==> config.mk <==
export PLATFORM = sky130hd
export DESIGN_NAME = code_lock_ctrl_flat
export DESIGN_NICKNAME = d
export VERILOG_FILES = /design/src/rtl/code_lock_pkg.sv /design/src/rtl/code_lock_ctrl_if.sv /design/src/rtl/code_lock_ctrl_lockout_timer.sv /design/src/rtl/code_lock_ctrl.sv /design/src/flat_wrapper.sv
export SDC_FILE = /design/constraint.sdc
export NUM_CORES = 1
export LEC_CHECK = 0
export CORE_MARGIN = 2
export CORE_UTILIZATION = 56
export CTS_CLUSTER_DIAMETER = 30
export CTS_CLUSTER_SIZE = 10
export DETAILED_ROUTE_END_ITERATION = 12
export PLACE_DENSITY = 0.78
export REMOVE_ABC_BUFFERS = 1
export SETUP_SLACK_MARGIN = 0.4
export SLEW_MARGIN = 10
export SYNTH_ARGS = -nofsm -noshare
export SYNTH_HDL_FRONTEND = slang
export SYNTH_HIERARCHICAL = 1
export SYNTH_SLANG_ARGS = --single-unit
==> constraint.sdc <==
create_clock -name clk -period 2.4 [get_ports clk]
set_input_delay 0.72 -clock clk [delete_from_list [all_inputs] [get_ports clk]]
set_output_delay 0.72 -clock clk [all_outputs]
set_load 0.005 [all_outputs]
==> src/rtl/code_lock_pkg.sv <==
// Shared types and default constants for the code lock controller.
package code_lock_pkg;
    typedef enum logic [1:0] {ST_LOCKED, ST_OPEN, ST_PROG, ST_LOCKOUT} state_e;

    localparam int          DEF_DIGIT_W     = 4;
    localparam int          DEF_CODE_LEN    = 4;
    localparam int          DEF_MAX_TRIES   = 3;
    localparam int          DEF_LOCKOUT_CYC = 16;
    localparam logic [15:0] DEF_RESET_CODE  = 16'h1234;
endpackage

==> src/rtl/code_lock_ctrl_if.sv <==
// Keypad-side bus of the code lock: digit entry, requests and status outputs.
interface code_lock_ctrl_if
    import code_lock_pkg::*;
#(
    parameter int DIGIT_W   = DEF_DIGIT_W,
    parameter int CODE_LEN  = DEF_CODE_LEN,
    parameter int MAX_TRIES = DEF_MAX_TRIES
);
    localparam int TW = $clog2(MAX_TRIES + 1);
    localparam int CW = $clog2(CODE_LEN + 1);

    logic [DIGIT_W-1:0] digit_in;
    logic               digit_vld;
    logic               clear_in;
    logic               lock_req;
    logic               prog_req;
    logic               unlocked;
    logic               alarm;
    logic               fail_pulse;
    logic               code_updated;
    logic [TW-1:0]      tries_left;
    logic [CW-1:0]      digits_entered;

    modport master (
        output digit_in, digit_vld, clear_in, lock_req, prog_req,
        input  unlocked, alarm, fail_pulse, code_updated, tries_left, digits_entered
    );

    modport slave (
        input  digit_in, digit_vld, clear_in, lock_req, prog_req,
        output unlocked, alarm, fail_pulse, code_updated, tries_left, digits_entered
    );
endinterface

==> src/rtl/code_lock_ctrl_lockout_timer.sv <==
// Down-counter timing the lockout period; done marks the last lockout cycle.
module lockout_timer #(
    parameter int LOCKOUT_CYC = 16
) (
    input  logic clk,
    input  logic rst,
    input  logic load_i,
    input  logic dec_i,
    output logic done_o
);
    localparam int W = $clog2(LOCKOUT_CYC + 1);

    logic [W-1:0] cnt_q;

    always_ff @(posedge clk) begin
        if (rst) begin
            cnt_q <= '0;
        end else if (load_i) begin
            cnt_q <= W'(LOCKOUT_CYC);
        end else if (dec_i && (cnt_q != '0)) begin
            cnt_q <= cnt_q - W'(1);
        end
    end

    assign done_o = (cnt_q == W'(1));
endmodule

==> src/rtl/code_lock_ctrl.sv <==
// Digit-entry code lock: LOCKED/OPEN/PROG/LOCKOUT FSM with registered outputs.
module code_lock_ctrl
    import code_lock_pkg::*;
#(
    parameter int                           DIGIT_W     = DEF_DIGIT_W,
    parameter int                           CODE_LEN    = DEF_CODE_LEN,
    parameter int                           MAX_TRIES   = DEF_MAX_TRIES,
    parameter int                           LOCKOUT_CYC = DEF_LOCKOUT_CYC,
    parameter logic [CODE_LEN*DIGIT_W-1:0] RESET_CODE  = DEF_RESET_CODE
) (
    input logic             clk,
    input logic             rst,
    code_lock_ctrl_if.slave bus
);
    localparam int CODE_W = CODE_LEN * DIGIT_W;
    localparam int TW     = $clog2(MAX_TRIES + 1);
    localparam int CW     = $clog2(CODE_LEN + 1);

    state_e            state_q, state_d;
    logic [CODE_W-1:0] code_q, code_d;
    logic [CODE_W-1:0] entry_q, entry_d;
    logic [CW-1:0]     cnt_q, cnt_d;
    logic [TW-1:0]     tries_q, tries_d;
    logic              unlocked_q, unlocked_d;
    logic              alarm_q, alarm_d;
    logic              fail_q, fail_d;
    logic              upd_q, upd_d;
    logic              tmr_load, tmr_dec, tmr_done;
    logic [CODE_W-1:0] entry_shift;
    logic              last_digit;

    lockout_timer #(.LOCKOUT_CYC(LOCKOUT_CYC)) u_timer (
        .clk    (clk),
        .rst    (rst),
        .load_i (tmr_load),
        .dec_i  (tmr_dec),
        .done_o (tmr_done)
    );

    // New digit enters on the LSB side; the oldest digit falls off the top.
    assign entry_shift = CODE_W'({entry_q, bus.digit_in});
    assign last_digit  = (cnt_q == CW'(CODE_LEN - 1));

    always_comb begin
        state_d  = state_q;
        code_d   = code_q;
        entry_d  = entry_q;
        cnt_d    = cnt_q;
        tries_d  = tries_q;
        fail_d   = 1'b0;
        upd_d    = 1'b0;
        tmr_load = 1'b0;
        tmr_dec  = 1'b0;

        unique case (state_q)
            ST_LOCKED: begin
                if (bus.clear_in) begin
                    entry_d = '0;
                    cnt_d   = '0;
                end else if (bus.digit_vld) begin
                    if (last_digit) begin
                        entry_d = '0;
                        cnt_d   = '0;
                        if (entry_shift == code_q) begin
                            state_d = ST_OPEN;
                            tries_d = TW'(MAX_TRIES);
                        end else begin
                            fail_d  = 1'b1;
                            tries_d = tries_q - TW'(1);
                            if (tries_q == TW'(1)) begin
                                state_d  = ST_LOCKOUT;
                                tmr_load = 1'b1;
                            end
                        end
                    end else begin
                        entry_d = entry_shift;
                        cnt_d   = cnt_q + CW'(1);
                    end
                end
            end
            ST_OPEN: begin
                if (bus.lock_req) begin
                    state_d = ST_LOCKED;
                end else if (bus.prog_req) begin
                    state_d = ST_PROG;
                end
            end
            ST_PROG: begin
                if (bus.lock_req || bus.clear_in) begin
                    state_d = bus.lock_req ? ST_LOCKED : ST_OPEN;
                    entry_d = '0;
                    cnt_d   = '0;
                end else if (bus.digit_vld) begin
                    if (last_digit) begin
                        code_d  = entry_shift;
                        upd_d   = 1'b1;
                        state_d = ST_OPEN;
                        entry_d = '0;
                        cnt_d   = '0;
                    end else begin
                        entry_d = entry_shift;
                        cnt_d   = cnt_q + CW'(1);
                    end
                end
            end
            ST_LOCKOUT: begin
                tmr_dec = 1'b1;
                if (tmr_done) begin
                    state_d = ST_LOCKED;
                    tries_d = TW'(MAX_TRIES);
                end
            end
            default: state_d = ST_LOCKED;
        endcase

        unlocked_d = (state_d == ST_OPEN);
        alarm_d    = (state_d == ST_LOCKOUT);
    end

    always_ff @(posedge clk) begin
        if (rst) begin
            state_q    <= ST_LOCKED;
            code_q     <= RESET_CODE;
            entry_q    <= '0;
            cnt_q      <= '0;
            tries_q    <= TW'(MAX_TRIES);
            unlocked_q <= 1'b0;
            alarm_q    <= 1'b0;
            fail_q     <= 1'b0;
            upd_q      <= 1'b0;
        end else begin
            state_q    <= state_d;
            code_q     <= code_d;
            entry_q    <= entry_d;
            cnt_q      <= cnt_d;
            tries_q    <= tries_d;
            unlocked_q <= unlocked_d;
            alarm_q    <= alarm_d;
            fail_q     <= fail_d;
            upd_q      <= upd_d;
        end
    end

    assign bus.unlocked       = unlocked_q;
    assign bus.alarm          = alarm_q;
    assign bus.fail_pulse     = fail_q;
    assign bus.code_updated   = upd_q;
    assign bus.tries_left     = tries_q;
    assign bus.digits_entered = cnt_q;
endmodule

==> src/flat_wrapper.sv <==
// flat-port wrapper written by rule: the top's interface ports become plain ports
module code_lock_ctrl_flat import code_lock_pkg::*;
#(
    parameter int                           DIGIT_W     = DEF_DIGIT_W,
    parameter int                           CODE_LEN    = DEF_CODE_LEN,
    parameter int                           MAX_TRIES   = DEF_MAX_TRIES,
    parameter int                           LOCKOUT_CYC = DEF_LOCKOUT_CYC,
    parameter logic [CODE_LEN*DIGIT_W-1:0] RESET_CODE  = DEF_RESET_CODE
)
  (clk, rst, bus_digit_in, bus_digit_vld, bus_clear_in, bus_lock_req, bus_prog_req, bus_unlocked, bus_alarm, bus_fail_pulse, bus_code_updated, bus_tries_left, bus_digits_entered);
  code_lock_ctrl_if #(.DIGIT_W(DIGIT_W), .CODE_LEN(CODE_LEN), .MAX_TRIES(MAX_TRIES)) bus_i ();
  input logic clk;
  input logic rst;
  input wire logic [$bits(bus_i.digit_in)-1:0] bus_digit_in;
  input wire logic [$bits(bus_i.digit_vld)-1:0] bus_digit_vld;
  input wire logic [$bits(bus_i.clear_in)-1:0] bus_clear_in;
  input wire logic [$bits(bus_i.lock_req)-1:0] bus_lock_req;
  input wire logic [$bits(bus_i.prog_req)-1:0] bus_prog_req;
  output wire logic [$bits(bus_i.unlocked)-1:0] bus_unlocked;
  output wire logic [$bits(bus_i.alarm)-1:0] bus_alarm;
  output wire logic [$bits(bus_i.fail_pulse)-1:0] bus_fail_pulse;
  output wire logic [$bits(bus_i.code_updated)-1:0] bus_code_updated;
  output wire logic [$bits(bus_i.tries_left)-1:0] bus_tries_left;
  output wire logic [$bits(bus_i.digits_entered)-1:0] bus_digits_entered;
  assign bus_i.digit_in = bus_digit_in;
  assign bus_i.digit_vld = bus_digit_vld;
  assign bus_i.clear_in = bus_clear_in;
  assign bus_i.lock_req = bus_lock_req;
  assign bus_i.prog_req = bus_prog_req;
  assign bus_unlocked = bus_i.unlocked;
  assign bus_alarm = bus_i.alarm;
  assign bus_fail_pulse = bus_i.fail_pulse;
  assign bus_code_updated = bus_i.code_updated;
  assign bus_tries_left = bus_i.tries_left;
  assign bus_digits_entered = bus_i.digits_entered;
  code_lock_ctrl #(.DIGIT_W(DIGIT_W), .CODE_LEN(CODE_LEN), .MAX_TRIES(MAX_TRIES), .LOCKOUT_CYC(LOCKOUT_CYC), .RESET_CODE(RESET_CODE)) u_core (.clk(clk), .rst(rst), .bus(bus_i));
endmodule
Yosys cells after proc, flatten, opt, wreduce, memory -nomap -nowiden
Cells that the tools add are included.
{"block": "word_totals", "reg_bits": 48, "output_inout_bits": 9}
{"block": "classes", "eq_ne": 13, "bitwise": 5, "addsub": 3, "n_reduce_logical": 12, "muxes": 40}
{"cell": "16-bit 2-to-1 mux", "n": 4}
{"cell": "2-bit 2-to-1 mux", "n": 16}
{"cell": "16-bit case mux with 2 select lines", "n": 1}
{"cell": "16-bit == test", "n": 1}
{"cell": "3-bit 2-to-1 mux", "n": 4}
{"cell": "1-bit 2-to-1 mux", "n": 10}
{"cell": "5-bit 2-to-1 mux", "n": 2}
{"cell": "2-bit case mux with 4 select lines", "n": 1}
{"cell": "2-bit by 1-bit == test with 1-bit output, second input constant", "n": 3}
{"cell": "2-bit == test, second input constant", "n": 3}
{"cell": "3-bit case mux with 2 select lines", "n": 1}
{"cell": "2-bit nonzero test", "n": 3}
{"cell": "5-bit by 1-bit == test with 1-bit output, second input constant", "n": 1}
{"cell": "1-bit inverter", "n": 5}
{"cell": "5-bit AND reduction", "n": 1}
{"cell": "5-bit nonzero test", "n": 1}
{"cell": "5-bit OR reduction", "n": 1}
{"cell": "5-bit by 1-bit subtractor with 5-bit output, second input constant", "n": 1}
{"cell": "2-bit by 1-bit != test with 1-bit output, second input constant", "n": 2}
{"cell": "2-bit != test, second input constant", "n": 2}
{"cell": "2-bit case mux with 2 select lines", "n": 1}
{"cell": "4-bit AND reduction", "n": 1}
{"cell": "4-bit OR reduction", "n": 1}
{"cell": "3-bit by 1-bit adder with 3-bit output, second input constant", "n": 1}
{"cell": "6 further kinds", "n": 6}

Logic depth before layout (Yosys ltp)
Gate-level depths: netlist of the first run.
{"block": "logic_depth", "ltp_word": 8, "mapped_depth": 8}

Modules after synthesis
Netlist of the first run, hierarchy kept.
{"mod": "code_lock_ctrl", "cells_per_inst": 192, "area_each_um2": 1716.6, "instances": 1}
{"mod": "lockout_timer", "cells_per_inst": 31, "area_each_um2": 285.3, "instances": 1}

Worst setup path after synthesis of the first run
Ideal clock, no wire load.
{"block": "synth_timing", "path_kind": "input port to flip-flop", "start": "in bus_digit_in[0]", "end": "reg u_core.u_timer.cnt_q[3]", "setup_time_ps": 72, "t_required_ps": 2328, "t_arrival_ps": 2079, "n_path_buf": 0, "setup_slack_ps": 249, "path_stages": 6, "cell_sequence": "xor2_1 -> nor4_1 -> nand4_1 -> and3_1 -> or3_2 -> mux2i_1"}
{"block": "synth_via", "elab_chain_len": 7}
{"item": "start: declaration", "line": "flat_wrapper.sv:14", "text": "input wire logic [$bits(bus_i.digit_in)-1:0] bus_digit_in;"}
{"item": "16-bit == test", "line": "code_lock_ctrl.sv:64", "text": "if (entry_shift == code_q) begin"}
{"item": "1-bit 2-to-1 mux", "line": "code_lock_ctrl.sv:64"}
{"item": "1-bit 2-to-1 mux", "line": "code_lock_ctrl.sv:61", "text": "if (last_digit) begin"}
{"item": "1-bit 2-to-1 mux", "line": "code_lock_ctrl.sv:60", "text": "end else if (bus.digit_vld) begin"}
{"item": "1-bit 2-to-1 mux", "line": "code_lock_ctrl.sv:57", "text": "if (bus.clear_in) begin"}
{"item": "1-bit 2-to-1 mux", "line": "code_lock_ctrl.sv:55", "text": "unique case (state_q)"}
{"item": "net u_core.tmr_load", "line": "code_lock_ctrl.sv:28", "text": "logic tmr_load, tmr_dec, tmr_done;"}
{"item": "2-bit OR reduction (no source line)"}
{"item": "end signal: assignment", "line": "code_lock_ctrl_lockout_timer.sv:19", "text": "cnt_q <= W'(LOCKOUT_CYC);"}
{"item": "end signal: assignment", "line": "code_lock_ctrl_lockout_timer.sv:21", "text": "cnt_q <= cnt_q - W'(1);"}
{"item": "end: declaration", "line": "code_lock_ctrl_lockout_timer.sv:13", "text": "logic [W-1:0] cnt_q;"}
The timed path passes the listed nets, and every way through them passes these cells.
A chain may end at the register's enable or synchronous reset.

Final worst setup path of the first run
{"block": "layout_timing", "start": "reg u_core.tries_q[0], in the netlist u_core/bus.tries_left[0]", "end": "out bus_tries_left[0]"}
{"item": "start: declaration", "line": "code_lock_ctrl.sv:23", "text": "logic [TW-1:0] tries_q, tries_d;"}
{"item": "start signal: assignment", "line": "code_lock_ctrl.sv:126", "text": "tries_q <= TW'(MAX_TRIES);"}
{"item": "start signal: assignment", "line": "code_lock_ctrl.sv:136", "text": "tries_q <= tries_d;"}
{"item": "end: declaration", "line": "flat_wrapper.sv:23", "text": "output wire logic [$bits(bus_i.tries_left)-1:0] bus_tries_left;"}
No word-level cell between the ends.

==> reports/qor.csv, run 1 <==
stage,metric,value,unit
clocking,cts_max_level,2,
route,detail_route.drc_violations,0,
clocking,holdBufCountCts,0,
route,routed_wirelength,4230,um
critical_path,critical_path.reg2reg.endpoint,u_core/u_timer/cnt_q[3]$_SDFFE_PP0P_,
status,run_status,"finished, final reports clean",
finish,fin_nets,273,
floorplanning,fp.dieH,63.8,um
finish,area_growth,21.7,%
critical_path,worst_r2r_startpoint,u_core/entry_q[5]$_SDFFE_PP0P_,
placed_design,post-dp-hpwl,2880,um
critical_path,worst_r2r_path_cells,8,
synth,synth_simple_gate_area_share,26.7,%
route,route.detailed.wl_per_inst,13.9,um
clocking,clock-sinks,44,
clocking,path_clk_slew,120,ps
route,drt_pass1_iterations,4,
placed_design,number_of_cells_in_the_design_after_placement,296,
floorplanning,die-area,4070,um2
timing,final_number_of_setup_violating_endpoints,0,
critical_path,timing.setup.critical_path_class,reg2out,
synth,flip_flop_and_latch_count_after_synthesis,44,
finish,post-route-cell-area,2440,um2
critical_path,timing.critical_path.depth,1,
critical_path,startpoint,u_core/bus.tries_left[0]$_SDFFE_PP1P_,
timing,finalCriticalPeriod,1950,ps
power,p_leak,0.975,nW
synth,post_synth_mux_area_share,1.00,%
synth,synth_enable_flop_cells,0,
power,power.density,478,nW/um2
synth,dominant_combinational_cell_family_by_area_after_synthesis,simple AND/OR/NAND/NOR gates,
finish,most-common-layout-cells,"dfxtp_1, nand2_1, nor2_1",
timing,timing.final.hold_violations,0,
floorplanning,floorplan.die.width,63.8,um
placed_design,place_worst_setup_slack,-240,ps
timing,setup_repair_after_global_routing_missed_its_margin,yes,
clocking,cts_made_buffers,5,
power,ir_drop,0.318,mV
critical_path,crit_family,buffers and inverters,
finish,postLayoutCoreUtil,71.9,%
timing,post-route-worst-setup-slack,450,ps
placed_design,routabilityCongestion,0.782,
timing,relSlewSlack,79.2,%
synth,synth_cells,223,
route,detailroute.via_count,1675,
synth,post_synth_fa_ha_maj_area_fraction,2.50,%
hold_path,hold_class,reg2reg,
critical_path,path_buf_inv,1,
synth,synth_flop_cell,dfxtp_1,
timing,timing.clock.skew,10.6,ps
global_routing,grt_first_pass_wirelength,7110,um
synth,yosysUniqueCellTypes,47,
timing,worst_hold_slack,475,ps
floorplanning,pin_count,19,
clocking,tritoncts,yes,
critical_path,startpoint_type,flop,
synth,synth-seq-area-share,44.0,%
timing,clock.fmax,513,MHz
finish,final_layout_size_suffix_gt1_share,18.9,%
global_routing,global_route_usage_over_all_layers,22.4,%
floorplanning,floorplan.core_area,3390,um2
route,post_drt_via_cell_ratio,5.49,
timing,timing.final.max_slew_violations,0,
critical_path,endpoint_kind,primary output,
global_routing,overflow,0,
synth,synth_compound_area_share,14.4,%
finish,mostFrequentLayoutCell,dfxtp_1,
critical_path,path_cells,clkdlybuf4s50_1,
placed_design,placement.io_buffers,18,
floorplanning,start_util,59.1,%
synth,fraction_of_registers_with_async_set_reset,0,%
floorplanning,row_count,21,
clocking,clock-root-buffer,clkbuf_4,
critical_path,required,1680,ps
synth,syn-cell-area,2000,um2
global_routing,grt_antenna_before_repair,0,
global_routing,grt_pass1_vias,1567,
finish,n_antenna_cell,0,
synth,post_synth.cell_area_avg,8.98,um2
critical_path,r2r_setup_slack,580,ps
critical_path,worst_ep_arrival_time,1230,ps
clocking,ctsLongestPathBuffers,2,
timing,finalCritPeriodShare,81.3,%
route,drt_iter0_markers,63,
critical_path,crit_end,bus_tries_left[0],
timing,timing_worst_slew_pin_value,311,ps
critical_path,critPathMaxStageDelay,500,ps
run,cap_violations,0,
synth,yosysWarnings,6,
route,drt.antenna.violating_nets,0,
clocking,clock_latency_late_sink,350,ps
critical_path,path_max_fanout,4,
critical_path,cpMaxStageDelayCell,clkdlybuf4s50_1,
placed_design,placedInstanceArea,2320,um2
synth,xor_xnor_cell_area_share_of_the_yosys_netlist,7.44,%
finish,stdcell_count,305,
global_routing,grt_start_max_net_pins,18,
[power by group]
part           internal, mW  switching [mW]
logic                0.0396          0.0417
registers             0.734         0.00455
clock network         0.107           0.236
total                 0.881           0.282
[through the flow]
stage	setup TNS, ps	power (mW)
detailed placement	-765	0.836
floorplan	0	0.783
finish	0	1.16
CTS	0	1.17
global route	0	1.20
global placement	-587	0.834
[registers in the layout, summed over array words and instances, names as in the netlist]
name                       count
u_core/bus.unlocked            1
u_core/bus.code_updated        1
u_core/bus.digits_entered      3
u_core/u_timer/cnt_q           5
u_core/bus.alarm               1
u_core/bus.fail_pulse          1
u_core/code_q                 16
u_core/state_q                 2
u_core/bus.tries_left          2
u_core/entry_q                12
[synth_stat cells, types with 2 or more instances]
cell	count	share of area (%)
nor2_1	24	4.5
buf_6	2	1.1
dfxtp_1	44	44
a22oi_1	12	4.5
clkbuf_1	5	0.94
buf_2	2	0.50
xor2_1	17	7.4
nand2b_4	2	1.4
nand3_1	2	0.50
a21oi_1	15	3.7
nand3b_1	6	2.2
ha_1	4	2.5
nor2b_1	4	1.2
nand2_1	37	6.9
nor4_2	2	1.2
nor3_1	2	0.50
inv_1	7	1.3
o21ai_0	3	0.75
nor4_1	4	1.2
mux2i_1	2	1.0
[cell type report]
class	count	area, um2
clock buffer	5	37.5
clock inverter	2	12.5
fill	255	953
inverter	7	26.3
multi-input combinational	163	1080
sequential	44	887
tap	46	57.6
timing repair buffer	38	333
[logic make-up after synthesis]
| logic type | count (synthesis) |
|---|---|
| xor+xnor | 17 |
| flops | 44 |
| fa+ha+maj | 4 |
| simple gates | 98 |
| mux | 2 |
| compound gates | 42 |
| buf+inv | 16 |
[worst min-delay path by stage]
stage,start,endpoint,depth (start not counted)
floorplan,u_core/code_q[15]$_SDFFE_PP0P_,u_core/code_q[15]$_SDFFE_PP0P_,2
global placement,u_core/code_q[8]$_SDFFE_PP0P_,u_core/code_q[8]$_SDFFE_PP0P_,2
detailed placement,u_core/code_q[7]$_SDFFE_PP0P_,u_core/code_q[7]$_SDFFE_PP0P_,2
CTS,u_core/code_q[7]$_SDFFE_PP0P_,u_core/code_q[7]$_SDFFE_PP0P_,2
global route,u_core/code_q[7]$_SDFFE_PP0P_,u_core/code_q[7]$_SDFFE_PP0P_,2
finish,u_core/code_q[7]$_SDFFE_PP0P_,u_core/code_q[7]$_SDFFE_PP0P_,2
[per-layer routing]
layer	routed length [um]	vias up	global-route usage [%]
met5	0	-	0
met4	73	0	7.88
met3	189	6	5.99
met2	1970	41	35.5
met1	1990	787	29.5
li1	-	841	-
[timing repair]
item,4_1_cts,5_1_grt
endpoints found under the setup margin,9,14
buffers inserted,0,2
pin swaps,4,7
resized for setup,9,11
cloned,0,0
(Power assumes the default switching activity.)
==> run 2: changes to the inputs <==
Clock period 2.4 ns to 1.86 ns, I/O delays scaled along.
==> reports/qor.csv, run 2 (synthesis gave the netlist of run 1 again) <==
stage,metric,value,unit
timing,timing.clock.skew,16.4,ps
clocking,cts_made_buffers,5,
power,sw_share,24.3,%
finish,top_regs,"u_core/code_q x16, u_core/entry_q x12, u_core/u_timer/cnt_q x5",
timing,final_number_of_setup_violating_endpoints,12,
route,detail_route.drc_violations,0,
finish,mostFrequentLayoutCell,buf_4,
global_routing,grt_antenna_before_repair,0,
power,p_leak,1.33,nW
critical_path,timing.setup.critical_path_class,reg2reg,
critical_path,endpoint_kind,flop,
clocking,clock-sinks,44,
power,power.density,566,nW/um2
status,violations_in_the_final_reports,setup timing,
floorplanning,fp.dieH,63.8,um
global_routing,grt_pass1_vias,1988,
global_routing,use_met1,36.3,%
power,ir_drop,0.606,mV
placed_design,post-dp-hpwl,2970,um
critical_path,crit_family,simple AND/OR/NAND/NOR gates,
clocking,holdBufCountCts,0,
timing,relSlewSlack,64.9,%
timing,post-route-worst-setup-slack,-326,ps
clocking,clock_latency_late_sink,360,ps
placed_design,routabilityCongestion,0.805,
route,drt_pass1_iterations,5,
timing,timing_worst_slew_pin_value,522,ps
critical_path,required,2140,ps
global_routing,grtUsageMet2,53.8,%
timing,finalCriticalPeriod,2190,ps
timing,finalCritPeriodShare,118,%
route,route.detailed.wl_per_inst,21.4,um
finish,most-common-layout-cells,"buf_4, dfxtp_1, nor2_1",
clocking,clock-root-buffer,clkbuf_4,
global_routing,global_route_usage_over_all_layers,30.7,%
power,power.share.sequential,55.9,%
route,drt.antenna.violating_nets,0,
route,detailroute.via_count,2113,
global_routing,busiest_layer,met2,
hold_path,hold_class,reg2reg,
clocking,path_clk_slew,140,ps
placed_design,number_of_cells_in_the_design_after_placement,301,
finish,postLayoutCoreUtil,88.7,%
critical_path,worst_ep_arrival_time,2470,ps
critical_path,path_max_fanout,4,
route,routed_wirelength,7220,um
timing,timing.final.hold_violations,0,
floorplanning,floorplan.core_area,3390,um2
floorplanning,row_count,21,
finish,area_growth,50.2,%
critical_path,path_buf_inv,1,
global_routing,overflow,0,
clocking,ctsLongestPathBuffers,2,
finish,fin_nets,304,
global_routing,grt_start_max_net_pins,16,
status,run_status,"finished, violations left",
placed_design,place_worst_setup_slack,-610,ps
placed_design,placement.io_buffers,18,
route,post_drt_via_cell_ratio,6.27,
finish,n_antenna_cell,0,
critical_path,cpMaxStageDelayCell,nor4_1,
power,power_frac_clock,35.9,%
floorplanning,die-area,4070,um2
timing,timing.final.max_slew_violations,0,
power,p_int,1.29,mW
finish,largest_register_ff_count,16,
floorplanning,floorplan.die.width,63.8,um
finish,top_register,u_core/code_q,
critical_path,critPathMaxStageDelay,510,ps
floorplanning,start_util,59.1,%
power,design_power_total,1.70,mW
global_routing,global_route_track_usage_on_met3,5.46,%
clocking,tritoncts,yes,
critical_path,startpoint_type,flop,
power,combinationalPowerShare,8.2,%
timing,clock.fmax,458,MHz
power,netSwitchingPower,414,uW
global_routing,grt_first_pass_wirelength,9550,um
timing,setup_repair_after_global_routing_missed_its_margin,yes,
critical_path,path_cells,xor2_1 -> nor4_1 -> nand4_1 -> buf_4 -> a311o_1 -> nor3_2,
route,drt_iter0_markers,212,
run,cap_violations,0,
clocking,cts_max_level,2,
finish,final_layout_size_suffix_gt1_share,48.8,%
finish,stdcell_count,337,
floorplanning,pin_count,19,
## run 2: through the flow
stage | TNS [ps] | area [um2] | hold slack [ps]
after floorplan | -129 | 1950 | 442
after global placement | -9060 | 2370 | 453
after detailed placement | -9640 | 2370 | 458
after CTS | 0 | 2800 | 473
after global routing | -2160 | 3010 | 500
final | -2300 | 3010 | 493
## run 2: path summary, 6_finish.rpt
path	startpoint	to	slack, ps	depth (start not counted)
worst max register to register	u_core/entry_q[4]$_SDFFE_PP0P_	u_core/bus.unlocked$_SDFF_PP0_	-330	6
worst max-delay path	u_core/entry_q[4]$_SDFFE_PP0P_	u_core/bus.unlocked$_SDFF_PP0_	-330	6
worst min register to register	u_core/code_q[15]$_SDFFE_PP0P_	u_core/code_q[15]$_SDFFE_PP0P_	490	2
worst min-delay path	u_core/code_q[15]$_SDFFE_PP0P_	u_core/code_q[15]$_SDFFE_PP0P_	490	2
## run 2: repair_timing
action,4_1_cts,5_1_grt
gates cloned,3,0
buffers inserted,16,9
endpoints found under the setup margin,52,35
resized for setup,101,57
pin swaps,28,25
## run 2: worst register-to-register path: cells and delay by family, from the launching register on
family                    cells  cell delay, ps
AOI/OAI and AO/OA             1             330
xor gates and xnor gates      1             170
buffers and inverters         1             250
DFF                           1             380
and+or+nand+nor               3             980
## run 2: power groups by stage
stage               clock network [mW]  registers, mW  logic (mW)
floorplan                            0          0.973      0.0368
finish                           0.611          0.952       0.140
global placement                     0          0.974       0.104
CTS                              0.589          0.951       0.114
global route                     0.649          0.953       0.145
detailed placement                   0          0.974       0.107
## run 2: cell type report
type	count	area (um2)
clock buffer	6	41.3
clock inverter	2	35.0
fill	136	383
inverter	7	26.3
multi-input combinational	163	1310
sequential	44	908
tap	46	57.6
timing repair buffer	69	633
## run 2: per-layer routing
| layer | share of wire [%] | up-vias |
|---|---|---|
| li1 | - | 903 |
| met1 | 37 | 1000 |
| met2 | 47 | 160 |
| met3 | 9.0 | 50 |
| met4 | 6.8 | 0 |
| met5 | 0 | - |
